[config.mk]
export PLATFORM = sky130hd
export DESIGN_NAME = bidir_bridge
export DESIGN_NICKNAME = d
export VERILOG_FILES = /design/src/rtl/bidir_bridge_pkg.sv /design/src/rtl/bidir_bridge_ch.sv /design/src/rtl/bidir_bridge.sv
export SDC_FILE = /design/constraint.sdc
export NUM_CORES = 1
export LEC_CHECK = 0
export ABC_AREA = 1
export CAP_MARGIN = 20
export CORE_ASPECT_RATIO = 0.8
export CORE_UTILIZATION = 49
export CTS_CLUSTER_SIZE = 20
export DETAILED_ROUTE_END_ITERATION = 16
export PLACE_DENSITY = 0.77
export SYNTH_ARGS = -nofsm -noshare
export SYNTH_HDL_FRONTEND = slang
export SYNTH_SLANG_ARGS = --single-unit
[constraint.sdc]
create_clock -name clk -period 2.2 [get_ports clk]
set_input_delay 0.22 -clock clk [delete_from_list [all_inputs] [get_ports clk]]
set_output_delay 0.22 -clock clk [all_outputs]
set_load 0.03 [all_outputs]
[src/rtl/bidir_bridge_pkg.sv]
`default_nettype none
// ============================================================================
// Module  : bidir_bridge_pkg
// Brief   : Shared direction/state types and counter sizing for bidir_bridge.
// Revision: 1.0  initial release
// ============================================================================
package bidir_bridge_pkg;

  typedef enum logic [1:0] {
    IDLE = 2'd0,
    A2C  = 2'd1,
    TURN = 2'd2,
    C2A  = 2'd3
  } dir_state_e;

  typedef enum logic {
    DIR_A = 1'b0,
    DIR_C = 1'b1
  } dir_e;

  // One counter serves both the hold limit and the turnaround gap.
  function automatic int cnt_width(input int turn_cyc, input int max_hold);
    int m;
    m = (turn_cyc > max_hold) ? turn_cyc : max_hold;
    return (m < 1) ? 1 : $clog2(m + 1);
  endfunction

  localparam int CNT_W_DEFAULT = cnt_width(1, 16);

endpackage
`default_nettype wire

[src/rtl/bidir_bridge_ch.sv]
`default_nettype none
// ============================================================================
// Module  : bidir_bridge_ch
// Brief   : One bridge channel: direction FSM, hold/turn counter, data path.
//           Define BIDIR_BRIDGE_KEEPER_EN to hold last data while oe is low.
// Revision: 1.0  initial release
// ============================================================================
module bidir_bridge_ch
  import bidir_bridge_pkg::*;
#(
  parameter int W        = 8,
  parameter int TURN_CYC = 1,
  parameter int MAX_HOLD = 16
) (
  input  logic         clk,
  input  logic         rst,
  input  logic [W-1:0] a_in,
  input  logic [W-1:0] c_in,
  input  logic         a_req,
  input  logic         c_req,
  output logic [W-1:0] a_out,
  output logic [W-1:0] c_out,
  output logic         a_oe,
  output logic         c_oe,
  output logic         a_gnt,
  output logic         c_gnt,
  output logic         busy
);

  localparam int                c_cnt_w     = cnt_width(TURN_CYC, MAX_HOLD);
  localparam logic [c_cnt_w-1:0] c_hold_last = c_cnt_w'(MAX_HOLD - 1);
  localparam logic [c_cnt_w-1:0] c_turn_last = c_cnt_w'((TURN_CYC > 0) ? TURN_CYC - 1 : 0);
  localparam dir_state_e        c_exit_state = (TURN_CYC == 0) ? IDLE : TURN;

  dir_state_e         r_state;
  dir_e               r_last_dir;
  logic [c_cnt_w-1:0] r_cnt;
  logic               r_a_gnt;
  logic               r_c_gnt;
  logic               r_a_oe;
  logic               r_c_oe;
  logic [W-1:0]       r_a_data;
  logic [W-1:0]       r_c_data;

  logic w_pick_a;
  logic w_pick_c;

  // Ties go to the side that did not own the bus last.
  assign w_pick_a = a_req && (!c_req || (r_last_dir == DIR_C));
  assign w_pick_c = c_req && (!a_req || (r_last_dir == DIR_A));

  always_ff @(posedge clk or posedge rst) begin
    if (rst) begin
      r_state    <= IDLE;
      r_last_dir <= DIR_C;
      r_cnt      <= '0;
      r_a_gnt    <= 1'b0;
      r_c_gnt    <= 1'b0;
      r_a_oe     <= 1'b0;
      r_c_oe     <= 1'b0;
      r_a_data   <= '0;
      r_c_data   <= '0;
    end else begin
      case (r_state)
        IDLE: begin
          if (w_pick_a) begin
            r_state    <= A2C;
            r_last_dir <= DIR_A;
            r_cnt      <= '0;
            r_a_gnt    <= 1'b1;
            r_c_oe     <= 1'b1;
            r_c_data   <= a_in;
          end else if (w_pick_c) begin
            r_state    <= C2A;
            r_last_dir <= DIR_C;
            r_cnt      <= '0;
            r_c_gnt    <= 1'b1;
            r_a_oe     <= 1'b1;
            r_a_data   <= c_in;
          end
        end
        A2C: begin
          // Opposite request pending for MAX_HOLD cycles forces a turnaround.
          if (!a_req || (c_req && (r_cnt == c_hold_last))) begin
            r_state <= c_exit_state;
            r_cnt   <= '0;
            r_a_gnt <= 1'b0;
            r_c_oe  <= 1'b0;
          end else begin
            r_c_data <= a_in;
            if (c_req) r_cnt <= r_cnt + 1'b1;
          end
        end
        C2A: begin
          if (!c_req || (a_req && (r_cnt == c_hold_last))) begin
            r_state <= c_exit_state;
            r_cnt   <= '0;
            r_c_gnt <= 1'b0;
            r_a_oe  <= 1'b0;
          end else begin
            r_a_data <= c_in;
            if (a_req) r_cnt <= r_cnt + 1'b1;
          end
        end
        TURN: begin
          if (r_cnt == c_turn_last) begin
            r_state <= IDLE;
            r_cnt   <= '0;
          end else begin
            r_cnt <= r_cnt + 1'b1;
          end
        end
        default: begin
          r_state <= IDLE;
          r_cnt   <= '0;
          r_a_gnt <= 1'b0;
          r_c_gnt <= 1'b0;
          r_a_oe  <= 1'b0;
          r_c_oe  <= 1'b0;
        end
      endcase
    end
  end

  assign a_gnt = r_a_gnt;
  assign c_gnt = r_c_gnt;
  assign a_oe  = r_a_oe;
  assign c_oe  = r_c_oe;
  assign busy  = (r_state != IDLE);

`ifdef BIDIR_BRIDGE_KEEPER_EN
  assign a_out = r_a_data;
  assign c_out = r_c_data;
`else
  assign a_out = r_a_oe ? r_a_data : '0;
  assign c_out = r_c_oe ? r_c_data : '0;
`endif

endmodule
`default_nettype wire

[src/rtl/bidir_bridge.sv]
`default_nettype none
// ============================================================================
// Module  : bidir_bridge
// Brief   : NCH independent A<->C bridge channels with split tri-state pads.
//           Define BIDIR_BRIDGE_KEEPER_EN to hold last data while oe is low.
// Revision: 1.0  initial release
// ============================================================================
module bidir_bridge
  import bidir_bridge_pkg::*;
#(
  parameter int W        = 8,
  parameter int NCH      = 2,
  parameter int TURN_CYC = 1,
  parameter int MAX_HOLD = 16
) (
  input  logic             clk,
  input  logic             rst,
  input  logic [NCH*W-1:0] a_in,
  output logic [NCH*W-1:0] a_out,
  output logic [NCH-1:0]   a_oe,
  input  logic [NCH*W-1:0] c_in,
  output logic [NCH*W-1:0] c_out,
  output logic [NCH-1:0]   c_oe,
  input  logic [NCH-1:0]   a_req,
  input  logic [NCH-1:0]   c_req,
  output logic [NCH-1:0]   a_gnt,
  output logic [NCH-1:0]   c_gnt,
  output logic [NCH-1:0]   busy
);

  for (genvar k = 0; k < NCH; k++) begin : g_ch
    bidir_bridge_ch #(
      .W        (W),
      .TURN_CYC (TURN_CYC),
      .MAX_HOLD (MAX_HOLD)
    ) u_ch (
      .clk   (clk),
      .rst   (rst),
      .a_in  (a_in[k*W +: W]),
      .c_in  (c_in[k*W +: W]),
      .a_req (a_req[k]),
      .c_req (c_req[k]),
      .a_out (a_out[k*W +: W]),
      .c_out (c_out[k*W +: W]),
      .a_oe  (a_oe[k]),
      .c_oe  (c_oe[k]),
      .a_gnt (a_gnt[k]),
      .c_gnt (c_gnt[k]),
      .busy  (busy[k])
    );
  end

endmodule
`default_nettype wire

==> flow_summary.json, run 1 <==
{
  "yosysTopAreaCell": "dfrtp_1",
  "layout_setup_ws_ps": 202,
  "ff2ff_setup_slack_ps": 200,
  "crit_slowest_cell": "dfrtp_1",
  "root_buffer": "clkbuf_8",
  "crit_family": "simple AND/OR/NAND/NOR gates",
  "cts_buffers": 5,
  "leakagePower_nw": 2.16,
  "grt_pass1_wl_mm": 11.0,
  "synth-compound-area-share_pct": 3.33,
  "cp_num_buf_inv": 1,
  "clk_latency_ps": 310,
  "vias": 2716,
  "yosys-mux-area-fraction_pct": 0,
  "crit_path_max_incr_delay_ps": 410,
  "clk_pin_slew_ps": 100,
  "ant_nets": 0,
  "syn_to_final_growth_pct": 28.6,
  "synth_xor_area_share_pct": 0.582,
  "cp-end-kind": "register",
  "yosys_warnings": 0,
  "vdd_drop_max_mv": 0.721,
  "synth-edff-count": 0,
  "nets": 516,
  "syn_nets": 448,
  "synthFlopType": "dfrtp_1",
  "tightestPinTransition_ps": 528,
  "grt_start_max_net_pins": 30,
  "post-route-period-util_pct": 90.8,
  "postCtsHoldBufs": 0,
  "viasPerCell": 4.90,
  "seq_area_frac_synth_pct": 43.3,
  "synth.top_cells.by_count": "nand2_1 (148), inv_1 (64), nand3_1 (56)",
  "dieArea_mm2": 0.00646,
  "pwr-share-seq_pct": 33.7,
  "hpwl_mm": 5.03,
  "rows": 25,
  "netlist_area_mm2": 0.00301,
  "synth_fa_ha_area_share_pct": 2.49,
  "cts_tree": "yes",
  "cts_max_level": 2,
  "dr.pass1.iters": 4,
  "yosysMostFrequentCell": "nand2_1",
  "diodes": 0,
  "cp.arrival_ps": 2200,
  "crit_required_ps": 2400,
  "die_h_um": 72.1,
  "reg2reg_from": "g_ch[1].u_ch.r_cnt[1]$_DFFE_PP0P_",
  "reg2reg_to": "g_ch[1].u_ch.r_cnt[1]$_DFFE_PP0P_",
  "rsz0062_at_grt": "no",
  "maxSlewHeadroom_pct": 64.7,
  "clock_sinks": 52,
  "worst-path-stages": 11,
  "synth_top_family_by_area": "simple AND/OR/NAND/NOR gates",
  "syn_inst": 404,
  "crit_top_cell": "nand2_1",
  "min_period_ps": 2000,
  "place.port_buffers": 79,
  "start_util_pct": 50.9,
  "status": "finished clean",
  "synth-simple-area-share_pct": 36.8,
  "p_sw_share_pct": 47.2,
  "yosysUniqueCellTypes": 29,
  "min_path_type": "input port to async pin",
  "wl_mm": 6.56,
  "clock_path_buffers": 2,
  "fmax_mhz": 501,
  "cp_cell_sequence": "ha_1, nand2_1, nor2_1, ha_1, nand2_1, nand2_2, clkinv_1, nand2_2, nand3_2, nand3_1, nand2_1",
  "drv_slew": 0,
  "crit_path_start_kind": "register",
  "wire_per_inst_um": 11.8,
  "ios": 80,
  "pre_cts_ws_ps": 233,
  "coreArea_mm2": 0.00591,
  "powerDensity_mw_per_mm2": 1340,
  "finalSetupViolCount": 0,
  "pwr-share-comb_pct": 55.7,
  "synth_top_area_share_pct": 41.6,
  "grt_pass1_vias": 2508,
  "drt_iter0_drc": 87,
  "tns_ps": 0,
  "drc_errors": 0,
  "path_max_fanout": 11,
  "grt_usage_pct": 21.7,
  "r2r_cells": 11,
  "synth-seq-cells": 52,
  "synth-async-reset-ratio_pct": 100,
  "worstSetupPathType": "register to register",
  "dieWidth_um": 89.6,
  "antenna_found_initial": 0,
  "netSwitchingPower_mw": 2.46,
  "p_int_mw": 2.74,
  "hold_viol_final": 0,
  "fin_skew_ps": 4.30,
  "gp_congestion": 0.877,
  "postCtsSetupBuffers": 0,
  "maxCapViolations": 0,
  "syn_area_per_cell_um2": 7.45,
  "drive_above_1_share_pct": 7.61,
  "grt_overflow": 0,
  "clockPowerShare_pct": 10.6,
  "post_cts_resized": 0,
  "ys_top_cells_by_area": "dfrtp_1 (42%), nand2_1 (18%), nand3_1 (9.3%)"
}
==> power by group through the flow <==
stage / Sequential [mW] / Clock (mW) / Combinational (mW)
after floorplan: 1.60 / 0 / 2.18
after global placement: 1.74 / 0 / 2.85
after detailed placement: 1.77 / 0 / 2.91
after CTS: 1.75 / 0.563 / 2.92
after global routing: 1.81 / 0.600 / 3.19
final: 1.75 / 0.552 / 2.89
==> final cells by class <==
type	instances	area, µm²
Clock inverter	2	16.3
Inverter	67	251
Timing Repair Buffer	82	826
Sequential cell	52	1300
Clock buffer	6	72.6
Tap cell	81	101
Multi-Input combinational cell	264	1300
Fill cell	502	2040
==> cells in the final DEF, fill, tap and decap left out <==
master             n
nand2_8            2
nor2_4             3
nand3_1           56
nor2_1            20
nor2_2             2
buf_4              2
nand3_4            1
a21oi_1            3
a31o_2             2
a21oi_2            1
dfstp_2            2
inv_1             63
clkbuf_1           1
nand2_2            4
nand2_1          148
inv_2              3
xor2_1             2
o211ai_4           1
clkbuf_8           5
nand4_1            1
clkdlybuf4s50_1   79
a22oi_1            3
clkinv_1           1
o21ai_0            3
clkinvlp_4         1
ha_1               6
buf_12             1
nand4_2            1
nand3_2            4
nand3b_1           1
clkinv_4           1
dfrtp_1           50
==> per-stage QoR <==
stage / cells / area (µm²) / hold slack (ps) / utilization (%) / power [mW]
floorplan: 404 / 3010 / 330 / - / 3.79
global placement: 546 / 3780 / 463 / 64.0 / 4.59
detailed placement: 546 / 3780 / 471 / 64.0 / 4.68
CTS: 554 / 3870 / 290 / 65.5 / 5.23
global route: 554 / 3870 / 325 / 65.5 / 5.60
finish: 554 / 3870 / 278 / 65.5 / 5.20
==> registers in the layout (all words and copies together), names as in the netlist <==
| register | count |
|---|---|
| g_ch.u_ch.r_last_dir | 2 |
| g_ch.u_ch.r_cnt | 10 |
| g_ch.u_ch.r_a_data | 16 |
| g_ch.u_ch.c_gnt | 2 |
| g_ch.u_ch.c_oe | 1 |
| g_ch.u_ch.r_state | 4 |
| g_ch.u_ch.a_gnt | 1 |
| g_ch.u_ch.r_c_data | 16 |
==> logic make-up (layout without fill, tap and decap cells) <==
group	after synthesis	in the layout
AND/OR/NAND/NOR	243	243
buffers and inverters	88	157
flip-flops	52	52
AO/OA/AOI/OAI	13	13
adder cells (fa/ha/maj)	6	6
XOR/XNOR	2	2
==> worst max-delay path by stage <==
stage | from | end
after CTS | g_ch[1].u_ch.r_cnt[1]$_DFFE_PP0P_ | g_ch[1].u_ch.r_cnt[1]$_DFFE_PP0P_
final | g_ch[1].u_ch.r_cnt[1]$_DFFE_PP0P_ | g_ch[1].u_ch.r_cnt[1]$_DFFE_PP0P_
after global routing | g_ch[1].u_ch.r_cnt[1]$_DFFE_PP0P_ | g_ch[1].u_ch.r_cnt[1]$_DFFE_PP0P_
after detailed placement | g_ch[1].u_ch.r_cnt[1]$_DFFE_PP0P_ | g_ch[1].u_ch.r_cnt[1]$_DFFE_PP0P_
after floorplan | g_ch[1].u_ch.r_cnt[0]$_DFFE_PP0P_ | g_ch[1].u_ch.r_c_data[0]$_DFFE_PP0P_
after global placement | g_ch[1].u_ch.r_cnt[0]$_DFFE_PP0P_ | g_ch[1].u_ch.r_state[1]$_DFFE_PP0P_
==> metal layers <==
metal | global-route usage, % | part of all wire (%)
met1 | 30.2 | 48
met2 | 34.8 | 47
met4 | 5.29 | 0.72
met3 | 4.21 | 5.1
met5 | 0 | 0
No activity file was read; power rests on OpenSTA's default activity.
==> inputs of run 2 (changes only) <==
Settings changed: SLEW_MARGIN from default to 20.
==> results of run 2 <==
Same layout as run 1: the final DEF is identical, and so are final timing and power.
